<file path="src/rtl/mips_bus_master.sv">
// mips_bus_master: CPU-side initiator for a byte-addressed, little-endian,
// Avalon-style data bus. It takes one load/store request at a time, handles
// word alignment, byteenable lane selection and waitrequest stalls. Loads are
// returned sign- or zero-extended. Misaligned or reserved-size requests are
// rejected without bus traffic.
// Optional feature macro: MIPS_BUS_TIMEOUT_EN (stall timeout abort after
// TIMEOUT_CYCLES waitrequest cycles).
module mips_bus_master #(
  parameter int TIMEOUT_CYCLES = 64
) (
  input  logic        clk,
  input  logic        reset,
  input  logic        req_valid,
  output logic        req_ready,
  input  logic        req_write,
  input  logic [1:0]  req_size,
  input  logic        req_signed,
  input  logic [31:0] req_addr,
  input  logic [31:0] req_wdata,
  output logic        resp_valid,
  output logic [31:0] resp_rdata,
  output logic        resp_err,
  output logic [31:0] address,
  output logic        read,
  output logic        write,
  output logic [3:0]  byteenable,
  output logic [31:0] writedata,
  input  logic        waitrequest,
  input  logic [31:0] readdata
);

  typedef enum logic [1:0] {IDLE, BUS, RDATA, RESP} state_t;

  state_t      r_state;
  state_t      w_state_next;

  logic        r_write_op;
  logic [1:0]  r_size;
  logic        r_signed;
  logic [1:0]  r_lane;
  logic        r_read;
  logic        r_write;
  logic [31:0] r_address;
  logic [3:0]  r_byteenable;
  logic [31:0] r_writedata;
  logic [31:0] r_resp_rdata;
  logic        r_resp_err;

  logic        w_bad;
  logic [3:0]  w_be;
  logic [31:0] w_wdata_sh;
  logic [31:0] w_rdata_sh;
  logic [31:0] w_rdata_ext;
  logic        w_timeout;

  // A zero timeout would abort before the first stall could be counted.
  if (TIMEOUT_CYCLES < 1) begin : g_param_check
    $error("TIMEOUT_CYCLES must be at least 1");
  end

`ifdef MIPS_BUS_TIMEOUT_EN
  localparam int CW = ($clog2(TIMEOUT_CYCLES + 1) > 8) ? $clog2(TIMEOUT_CYCLES + 1) : 8;
  logic [CW-1:0] r_stall;

  // Stall counter: zero outside BUS, counts waitrequest cycles inside BUS.
  always_ff @(posedge clk) begin
    if (reset || r_state != BUS) begin
      r_stall <= '0;
    end else if (waitrequest) begin
      r_stall <= r_stall + 1'b1;
    end
  end

  // Abort on the edge that completes the TIMEOUT_CYCLES-th stall cycle.
  assign w_timeout = (r_state == BUS) && waitrequest &&
                     (r_stall == CW'(TIMEOUT_CYCLES - 1));
`else
  assign w_timeout = 1'b0;
`endif

  // Request decode: alignment check, lane mask and lane-shifted store data.
  always_comb begin
    w_bad      = 1'b0;
    w_be       = 4'b1111;
    w_wdata_sh = req_wdata;
    case (req_size)
      2'b00: begin
        w_be       = 4'b0001 << req_addr[1:0];
        w_wdata_sh = {24'b0, req_wdata[7:0]} << {req_addr[1:0], 3'b000};
      end
      2'b01: begin
        w_bad      = req_addr[0];
        w_be       = req_addr[1] ? 4'b1100 : 4'b0011;
        w_wdata_sh = {16'b0, req_wdata[15:0]} << {req_addr[1], 4'b0000};
      end
      2'b10: begin
        w_bad      = |req_addr[1:0];
      end
      default: begin
        w_bad      = 1'b1;
      end
    endcase
  end

  // Load path: bring the addressed lane down to bit 0, then extend it.
  always_comb begin
    w_rdata_sh  = readdata >> {r_lane, 3'b000};
    w_rdata_ext = w_rdata_sh;
    case (r_size)
      2'b00:   w_rdata_ext = {{24{r_signed & w_rdata_sh[7]}}, w_rdata_sh[7:0]};
      2'b01:   w_rdata_ext = {{16{r_signed & w_rdata_sh[15]}}, w_rdata_sh[15:0]};
      default: w_rdata_ext = w_rdata_sh;
    endcase
  end

  // State register.
  always_ff @(posedge clk) begin
    if (reset) begin
      r_state <= IDLE;
    end else begin
      r_state <= w_state_next;
    end
  end

  // Next-state logic.
  always_comb begin
    w_state_next = r_state;
    case (r_state)
      IDLE:    if (req_valid) w_state_next = w_bad ? RESP : BUS;
      BUS: begin
        if (w_timeout)         w_state_next = RESP;
        else if (!waitrequest) w_state_next = r_write_op ? RESP : RDATA;
      end
      RDATA:   w_state_next = RESP;
      RESP:    w_state_next = IDLE;
      default: w_state_next = IDLE;
    endcase
  end

  // Bus outputs and response data; strobes drop on the completing edge while
  // address/lanes/data simply stay at their last values.
  always_ff @(posedge clk) begin
    if (reset) begin
      r_write_op   <= 1'b0;
      r_size       <= 2'b00;
      r_signed     <= 1'b0;
      r_lane       <= 2'b00;
      r_read       <= 1'b0;
      r_write      <= 1'b0;
      r_address    <= '0;
      r_byteenable <= '0;
      r_writedata  <= '0;
      r_resp_rdata <= '0;
      r_resp_err   <= 1'b0;
    end else begin
      case (r_state)
        IDLE: begin
          if (req_valid) begin
            if (w_bad) begin
              r_resp_err   <= 1'b1;
              r_resp_rdata <= '0;
            end else begin
              r_write_op   <= req_write;
              r_size       <= req_size;
              r_signed     <= req_signed;
              r_lane       <= req_addr[1:0];
              r_read       <= ~req_write;
              r_write      <= req_write;
              r_address    <= {req_addr[31:2], 2'b00};
              r_byteenable <= w_be;
              r_writedata  <= w_wdata_sh;
            end
          end
        end
        BUS: begin
          if (w_timeout) begin
            r_read       <= 1'b0;
            r_write      <= 1'b0;
            r_resp_err   <= 1'b1;
            r_resp_rdata <= '0;
          end else if (!waitrequest) begin
            r_read  <= 1'b0;
            r_write <= 1'b0;
            if (r_write_op) begin
              r_resp_err   <= 1'b0;
              r_resp_rdata <= '0;
            end
          end
        end
        RDATA: begin
          r_resp_rdata <= w_rdata_ext;
          r_resp_err   <= 1'b0;
        end
        default: ;
      endcase
    end
  end

  assign req_ready  = (r_state == IDLE);
  assign resp_valid = (r_state == RESP);
  assign resp_rdata = r_resp_rdata;
  assign resp_err   = r_resp_err;
  assign address    = r_address;
  assign read       = r_read;
  assign write      = r_write;
  assign byteenable = r_byteenable;
  assign writedata  = r_writedata;

endmodule

</file>
<file path="config.mk">
export PLATFORM = sky130hd
export DESIGN_NAME = mips_bus_master
export DESIGN_NICKNAME = d
export VERILOG_FILES = /design/src/rtl/mips_bus_master.sv
export SDC_FILE = /design/constraint.sdc
export NUM_CORES = 1
export LEC_CHECK = 0
export ABC_AREA = 0
export ABC_CLOCK_PERIOD_IN_PS = 2600
export BUFFER_PORTS_ARGS = -buffer_cell sky130_fd_sc_hd__buf_2
export CAP_MARGIN = 5
export CORE_UTILIZATION = 49
export DETAILED_ROUTE_END_ITERATION = 6
export GPL_TIMING_DRIVEN = 0
export PLACE_DENSITY_LB_ADDON = 0.12
export SYNTH_ARGS = -nofsm -noshare
export SYNTH_HDL_FRONTEND = slang
export SYNTH_SLANG_ARGS = --single-unit
</file>
<file path="constraint.sdc">
create_clock -name clk -period 2.6 [get_ports clk]
set_input_delay 0.13 -clock clk [delete_from_list [all_inputs] [get_ports clk]]
set_output_delay 0.13 -clock clk [all_outputs]
set_load 0.1 [all_outputs]
</file>
## After elaboration in Yosys (flattened, before gate mapping)

Index checks and enable logic that the tools add are counted.

- Equality and inequality tests: 11
- Shift-type cells: 4
- Muxes and demuxes: 27
- Bitwise logic cells: 4
- Reductions and logical operators: 10

Operators with widths:

| kind | count |
|---|---|
| $mux W32 | 4 |
| $pmux W32 S2 | 2 |
| $pmux W32 S3 | 1 |
| $shl A16 B5 Y32 | 1 |
| $shl A8 B5 Y32 | 1 |
| $shr A32 B5 Y32 | 1 |
| $mux W1 | 10 |
| $ne A2 B2 Y1 const B | 4 |
| $pmux W2 S4 | 1 |
| $pmux W4 S2 | 1 |
| $eq A2 B1 Y1 const B | 3 |
| $eq A2 B2 Y1 const B | 3 |
| $logic_not A2 Y1 | 3 |
| $mux W2 | 3 |
| $pmux W1 S3 | 2 |
| $reduce_and A5 Y1 | 1 |
| $mux W4 | 1 |
| $pmux W1 S2 | 2 |
| $reduce_and A4 Y1 | 1 |
| $shl A1 B2 Y4 const A | 1 |
| $reduce_and A3 Y1 | 1 |
| $reduce_bool A3 Y1 | 1 |
| $and A1 B1 Y1 | 2 |
| $ne A2 B1 Y1 const B | 1 |
| 4 further kinds | 5 |

- Register bits: 109
- Input bits: 104
- Output and inout port bits: 105
- Word-level logic and storage cells: 68

## Logic depth before layout (Yosys ltp)

Gate-level depths: netlist of run 1.

- Depth after elaboration: 5
- Depth in mapped cells: 8
- Depth with buffers taken out: 6

## Least setup slack after synthesis of run 1

No wires, ideal clock.

- Path type: register to register
- Start point: register r_state[0]
- End point: register r_resp_rdata[16] (netlist: resp_rdata[16])
- Library setup time: 0.088 ns
- Data arrival time: 2.421 ns
- Data required time: 2.512 ns
- Path slack: 0.091 ns
- Cell stages (with the launch flop): 9
- Path buffers: 2
- Period minus slack after synthesis: 2.509 ns
- Path through: dfxtp_1 > inv_1 > ha_1 > buf_2 > nor2b_4 > a211o_1 > nor2_4 > buf_6 > a311oi_2

- Cells in the longest elaborated chain, start to end: 3
- Elaborated cells on any way between the ends: 10
- Classes of those cells: eq/ne: 6; mux: 1; reduce/logical: 3

RTL lines:

| element | line | RTL |
|---|---|---|
| from (decl) | 34 | `state_t r_state;` |
| from (signal assigned) | 121 | `r_state <= w_state_next;` |
| $logic_not A2 Y1 (*) | -- |  |
| net req_ready | 14 | `output logic req_ready,` |
| $ne A2 B1 Y1 (no line), or another cell as far along | -- |  |
| $reduce_and A5 Y1 (no line) | -- |  |
| to (signal assigned) | 191 | `r_resp_rdata <= w_rdata_ext;` |
| to (decl) | 46 | `logic [31:0] r_resp_rdata;` |

The timed path passes the listed nets; every way through them passes the cells marked *.
A chain may end at the register's enable or synchronous reset.

## Worst setup path in the final report of run 1

- Start point: register r_state[1]
- End point: register r_resp_rdata[8] (netlist: resp_rdata[8])

- Cells in the longest elaborated chain, start to end: 3
- Elaborated cells on any way between the ends: 10
- Classes of those cells: eq/ne: 6; mux: 1; reduce/logical: 3

RTL lines:

| element | line | RTL |
|---|---|---|
| $eq A2 B1 Y1, or another cell as far along | 156 | `case (r_state)` |
| $ne A2 B2 Y1 (no line), or another cell as far along | -- |  |
| $reduce_and A5 Y1 (no line) | -- |  |

Parallel ways exist; a longest one is shown, timed or not.

==> reports/metrics.cfg, run 1 <==
[clock_tree]
cts_buffer_depth=2
h-tree-depth=3
cts_tree=done
numCtsBuffers=9
clkSinkCount=109
post_cts_resize_count=0
root_buffer=clkbuf_8
postCtsSetupRepairBufs=0
clk_latency_ps=370
ctsHoldBuffers=31
clk_pin_slew_ps=100

[power]
power_w=0.00753
power.share.clock=0.135
power_leakage_nw=2.93
power_density_nw_per_um2=1090
swShare=0.552
combPwrFrac=0.580
power_switching_w=0.00415
cell_internal_pwr_w=0.00338
seqPwrFrac=0.285
vdd_ir_drop_max_uv=770

[route]
drt_iter0_markers=364
drc=0
ant_nets=0
dr.pass1.iters=4
routed_wl_microns=16500
vias_per_cell=5.59
dr_total_vias=5462
wl_per_cell_microns=16.9

[timing]
final_hold_viol_count=0
period_needed_ps=2200
worst_pin_slew_ps=684
slew_headroom=0.541
fin_crit_sh=0.847
fin_skew_ps=9.60
setup-tns-final_ps=0
drv_slew=0
rsz0062_at_grt=no
setup_viol=0
hold_ws_ps=18.7
timing.fmax_mhz=454

[synth]
synth_edf_count=0
synthFlopType=dfxtp_1
yosysUniqueCellTypes=52
yosysWarnings=0
synth_compound_area_frac=0.271
synth_mux_area_frac=0.0700
async_reset_ff_frac=0
syn_area_sq_um=5240
syn_area_per_cell_sq_um=8.88
synth_top_family_by_area=compound AO/OA/AOI/OAI gates
synth_fa_ha_area_frac=0.0119
ys_seq_area_frac=0.416
yosys-top-cells-area=dfxtp_1, nand2_1, a21oi_1, a211oi_1, a311oi_2
synth_xor_area_frac=0.00167
ys_seq_elements=109
yosys.area_share.simple=0.167
synth_most_common_cell=dfxtp_1
syn_inst=590
synth_top_area_frac=0.416
yosys.area.top_type=dfxtp_1
synth_commonest_cells=dfxtp_1, nand2_1, a21oi_1

[setup_path]
crit_type=flip-flop to flip-flop
path_max_fanout=8
r2r_start=r_state[1]
endpoint_kind=flip-flop
arrival_ps=2480
start_kind=flip-flop
rrSetupSlack_ps=400
worstRegToRegCells=7
crit_required_ps=2880
r2r-end=resp_rdata[8]

[global_routing]
grt_pass1_vias=5342
antenna_found_initial=0
grt_pass1_wl_microns=26400
gr-total-overflow=0
grt_max_degree=19
track_usage=0.301

[hold_path]
hp-start=req_addr[20]
hold_path_class=input pin to flip-flop
whs_path_depth=3
holdPathEnd=address[20]

[placement]
numPortBuffers=203
dpl.hpwl_microns=12100
place_congestion=0.906

[floorplan]
core_sq_um=10300
io_pins=209
start_util=0.508
die_area_sq_um=11100
row_count=37
die_w_microns=105
fp.dieH_microns=105

[run_status]
status=completed

[layout]
antennaDiodeCount=0
final_core_util=0.672
fin_nets=945
drive_gt1_frac=0.345
fill_cells=882
syn_to_final_growth_pct=32.3

[job]
drv_cap=0

[kinds of logic after synthesis]
family,Yosys count
AO/OA/AOI/OAI,191
XOR/XNOR,1
adder cells (fa/ha/maj),5
buffers and inverters,64
flip-flops,109
multiplexers,27
other,1
AND/OR/NAND/NOR,192
[stage by stage]
step	setup WS, ps	area [sq um]	std cells
after floorplan	90.9	5240	591
after CTS	414	6930	977
after global routing	200	6930	977
after global placement	479	6430	930
final	399	6930	977
after detailed placement	449	6430	930
[flip-flops by register name, summed over array words and instances (netlist names)]
register    cells
write           1
byteenable      4
r_signed        1
address        30
resp_err        1
r_write_op      1
resp_rdata     32
read            1
writedata      32
r_state         2
r_size          2
r_lane          2
[worst max path at each step]
stage / start / endpoint / slack [ps]
3_5_place_dp: r_state[1] / resp_rdata[18] / 450
2_1_floorplan: r_state[0] / resp_rdata[16] / 90
4_1_cts: r_state[1] / resp_rdata[18] / 410
6_report: r_state[1] / resp_rdata[8] / 400
5_1_grt: r_state[1] / resp_rdata[10] / 200
3_3_place_gp: r_state[1] / resp_rdata[18] / 480
[power groups by stage]
stage               logic [W]  registers [W]  clock network (W)
detailed placement    0.00431        0.00218                  0
CTS                   0.00435        0.00214            0.00103
global placement      0.00426        0.00216                  0
finish                0.00437        0.00215            0.00102
global route          0.00459        0.00218            0.00109
floorplan             0.00156        0.00418                  0
[layout make-up]
type	count	area, sq um	area share
clock buffers	12	155	0.0224
inverters	5	18.8	0.00271
flip-flops and latches	109	2180	0.315
plain buffers	59	305	0.0440
well taps	136	170	0.0245
repair buffers	234	1330	0.191
clock inverters	4	38.8	0.00559
multi-input cells	418	2740	0.395
[critical path: stages (launching register included)]
cell and delay, ps:
dfxtp_1 420, inv_1 100, ha_1 210, buf_2 170, nor2b_4 150, a211oi_4 400
nand4_2 310, o32ai_1 340
[routing by layer]
layer / track usage / vias to the layer above / share of wire / routed length (microns)
met4: 0.111 / 0 / 0.022 / 354
met5: 0 / - / 0 / 0
met2: 0.524 / 240 / 0.50 / 8160
li1: - / 2638 / - / -
met3: 0.0507 / 29 / 0.071 / 1170
met1: 0.371 / 2555 / 0.41 / 6780
[layout by cell type (no fill, tap or decap), drive strengths merged, types with 8 or more instances in the layout]
cell type / count
buf: 238
a311oi: 20
o21ai: 12
o32ai: 8
nand3: 9
a21oi: 71
nor3: 10
nand2b: 16
inv: 8
a221oi: 9
a2bb2oi: 16
a22oi: 16
a211oi: 27
nand4: 9
clkbuf: 36
mux2i: 13
dlygate4sd3: 31
nand2: 97
dfxtp: 109
nor2: 42
(Power assumes the default switching activity.)
==> run 2, diff against run 1 <==
- ABC_AREA: 0 -> 1
- ABC_CLOCK_PERIOD_IN_PS: 2600 -> 1800
- CORE_UTILIZATION: 49 -> 44
- clock period: 2.6 -> 1.8 ns (I/O delays scaled with it)
==> reports/metrics.cfg, run 2 <==
[route]
dr_total_vias=6056  ; +11%
dr.pass1.iters=7  ; +3
routed_wl_microns=16200  ; -1.7%
ant_nets=0  ; unchanged
drt_iter0_markers=427  ; +17%
drc=24  ; +24
vias_per_cell=4.98  ; -11%
wl_per_cell_microns=13.3  ; -21%

[setup_path]
crit_required_ps=2030  ; -850 ps
crit_top_cell=nand2_1
crit_path_cell_trace=inv_2 > ha_2 > nand2_1 > o21ai_4 > nor2_1 > nand2_2 > buf_6 > buf_4 > nand2_1 > a21oi_1
critPathSlowestCell=dfxtp_2
start_kind=flip-flop
cp-startpoint=r_state[1]
path_buf_inv=3  ; +1
cp_top_family=simple AND/OR/NAND/NOR gates
arrival_ps=1920  ; -560 ps
crit_type=flip-flop to flip-flop
path_max_fanout=10  ; +2
slowest_delay_ps=390  ; -30 ps
endpoint_kind=flip-flop
r2r_start=r_state[1]

[clock_tree]
clk_pin_slew_ps=70  ; -30 ps
clk_latency_ps=360  ; about the same
cts_buffer_depth=2  ; unchanged
root_buffer=clkbuf_16
h-tree-depth=3  ; unchanged
clkSinkCount=109  ; unchanged
cts_tree=done
numCtsBuffers=9  ; unchanged

[floorplan]
start_util=0.455  ; -0.0522
row_count=39  ; +5.4%
die_area_sq_um=12400  ; +12%
core_sq_um=11600  ; +12%
fp.dieH_microns=111  ; +5.7%
io_pins=209  ; unchanged
die_w_microns=111  ; +5.7%

[layout]
drive_gt1_frac=0.256  ; -0.0892
layout_commonest_cell=nand2_1
antennaDiodeCount=0  ; unchanged
layout_common_cells=nand2_1, buf_2, nor2_1
syn_to_final_growth_pct=35.7
instances_no_fill=1215  ; +24%
fin_nets=1176  ; +24%
finalInstanceArea_sq_um=7150  ; +3.0%

[global_routing]
grt_pass1_vias=5649  ; +5.7%
gr-total-overflow=0  ; unchanged
track_usage=0.269  ; -0.0316
grt_max_degree=22  ; +3
grt_pass1_wl_microns=26600  ; +0.70%
antenna_found_initial=0  ; unchanged

[placement]
dpl.hpwl_microns=12100  ; -0.37%
dp.cells=1167  ; +25%
place_congestion=0.906  ; about the same
numPortBuffers=205  ; +0.99%
post_dp_cell_area_sq_um=6500  ; +1.1%

[synth]
yosysWarnings=0  ; unchanged
synth_edf_count=0  ; unchanged
syn_area_sq_um=5270  ; +0.50%
yosys.area.top_type=dfxtp_1
ys_seq_area_frac=0.414  ; -0.00208
ys_seq_elements=109  ; unchanged
yosys-top-cells-area=dfxtp_1, nand2_1, nor2_1, o21ai_0, a21oi_1
yosysUniqueCellTypes=26  ; -50%
syn_area_per_cell_sq_um=6.44  ; -28%
async_reset_ff_frac=0  ; unchanged
syn_inst=818  ; +39%
synth_commonest_cells=nand2_1, nor2_1, dfxtp_1
synthFlopType=dfxtp_1
synth_top_area_frac=0.414  ; -0.00208
synth_most_common_cell=nand2_1

[run_status]
status=finished, violations left
violations=DRC

[timing]
final_hold_viol_count=0  ; unchanged
worst_pin_slew_ps=651  ; -32.2 ps
fin_skew_ps=9.95  ; +0.351 ps
setup-tns-final_ps=0  ; unchanged
period_needed_ps=1680  ; -518 ps
setup_viol=0  ; unchanged
drv_slew=0  ; unchanged
timing.fmax_mhz=594  ; +31%
slew_headroom=0.566  ; +0.0245
fin_crit_sh=0.935  ; +0.0886

[power]
cell_internal_pwr_w=0.00481  ; +42%
power_leakage_nw=3.49  ; +19%
swShare=0.510  ; -0.0413
power_density_nw_per_um2=1370  ; +26%
power.share.clock=0.201  ; +0.066
seqPwrFrac=0.298  ; +0.013
power_switching_w=0.00501  ; +21%
combPwrFrac=0.501  ; -0.079
vdd_ir_drop_max_uv=1090  ; +42%

[hold_path]
hp-start=req_addr[1]
hold_path_class=input pin to flip-flop

[job]
drv_cap=0  ; unchanged

[run 2: layer usage]
metal	track usage	wire length [microns]	up-vias
met4	0.0973	401	0
met1	0.307	6670	2713
met3	0.0751	1320	30
met5	0	0	-
li1	-	-	3096
met2	0.479	7790	217
[run 2: power by group through the flow]
stage	clock [W]	combinational (W)	sequential, W
floorplan	0	0.00189	0.00500
global placement	0	0.00480	0.00296
detailed placement	0	0.00480	0.00297
CTS	0.00204	0.00487	0.00292
global route	0.00213	0.00527	0.00297
finish	0.00197	0.00492	0.00292
[run 2: final timing paths]
path                            depth (start not counted)              to  slack [ps]
worst min-delay path                                    3       r_lane[1]          40
worst max register to register                         10  resp_rdata[16]         120
worst max-delay path                                   10  resp_rdata[16]         120
worst min register to register                          2   resp_rdata[7]         460
[run 2: final cells by class]
cell class	instances	area, sq um
clock buffer	9	225
timing repair buffer	237	1340
buffer	51	243
sequential	109	2180
tap	143	179
inverter	45	173
multi-input combinational	614	2730
fill	1136	4420
clock inverter	7	72.6
[run 2: stage by stage]
stage                util  worst slack, ps  power [W]  hold WS [ps]
finish              0.618              116    0.00981          39.7
global route        0.618            -6.35     0.0104          50.3
CTS                 0.615             39.2    0.00983          26.0
detailed placement  0.562            -59.8    0.00777           345
global placement    0.562            -54.9    0.00776           341
floorplan               -             5.04    0.00690           233
[run 2: worst min-delay path, cell delays in order]
cell     delay (ps)
buf_2           120
nand2_1          80
a21oi_1          50
[run 2: logic make-up (layout without fill, tap and decap cells)]
family | count (synthesis) | count (layout) | share of synthesized area
adders and majority gates | 5 | 5 | 0.0119
and+or+nand+nor | 465 | 465 | 0.358
DFF | 109 | 109 | 0.414
other | 1 | 2 | 0.000712
buffers and inverters | 96 | 349 | 0.0767
AOI/OAI and AO/OA | 142 | 142 | 0.139
[run 2: repair_timing]
action,4_1_cts,5_1_grt
gates resized for setup,4,5
endpoints found under the setup margin,24,62
setup buffers,0,2
pin swaps,0,3
gates cloned,0,0
hold buffers,30,0
hold endpoints to repair,30,0
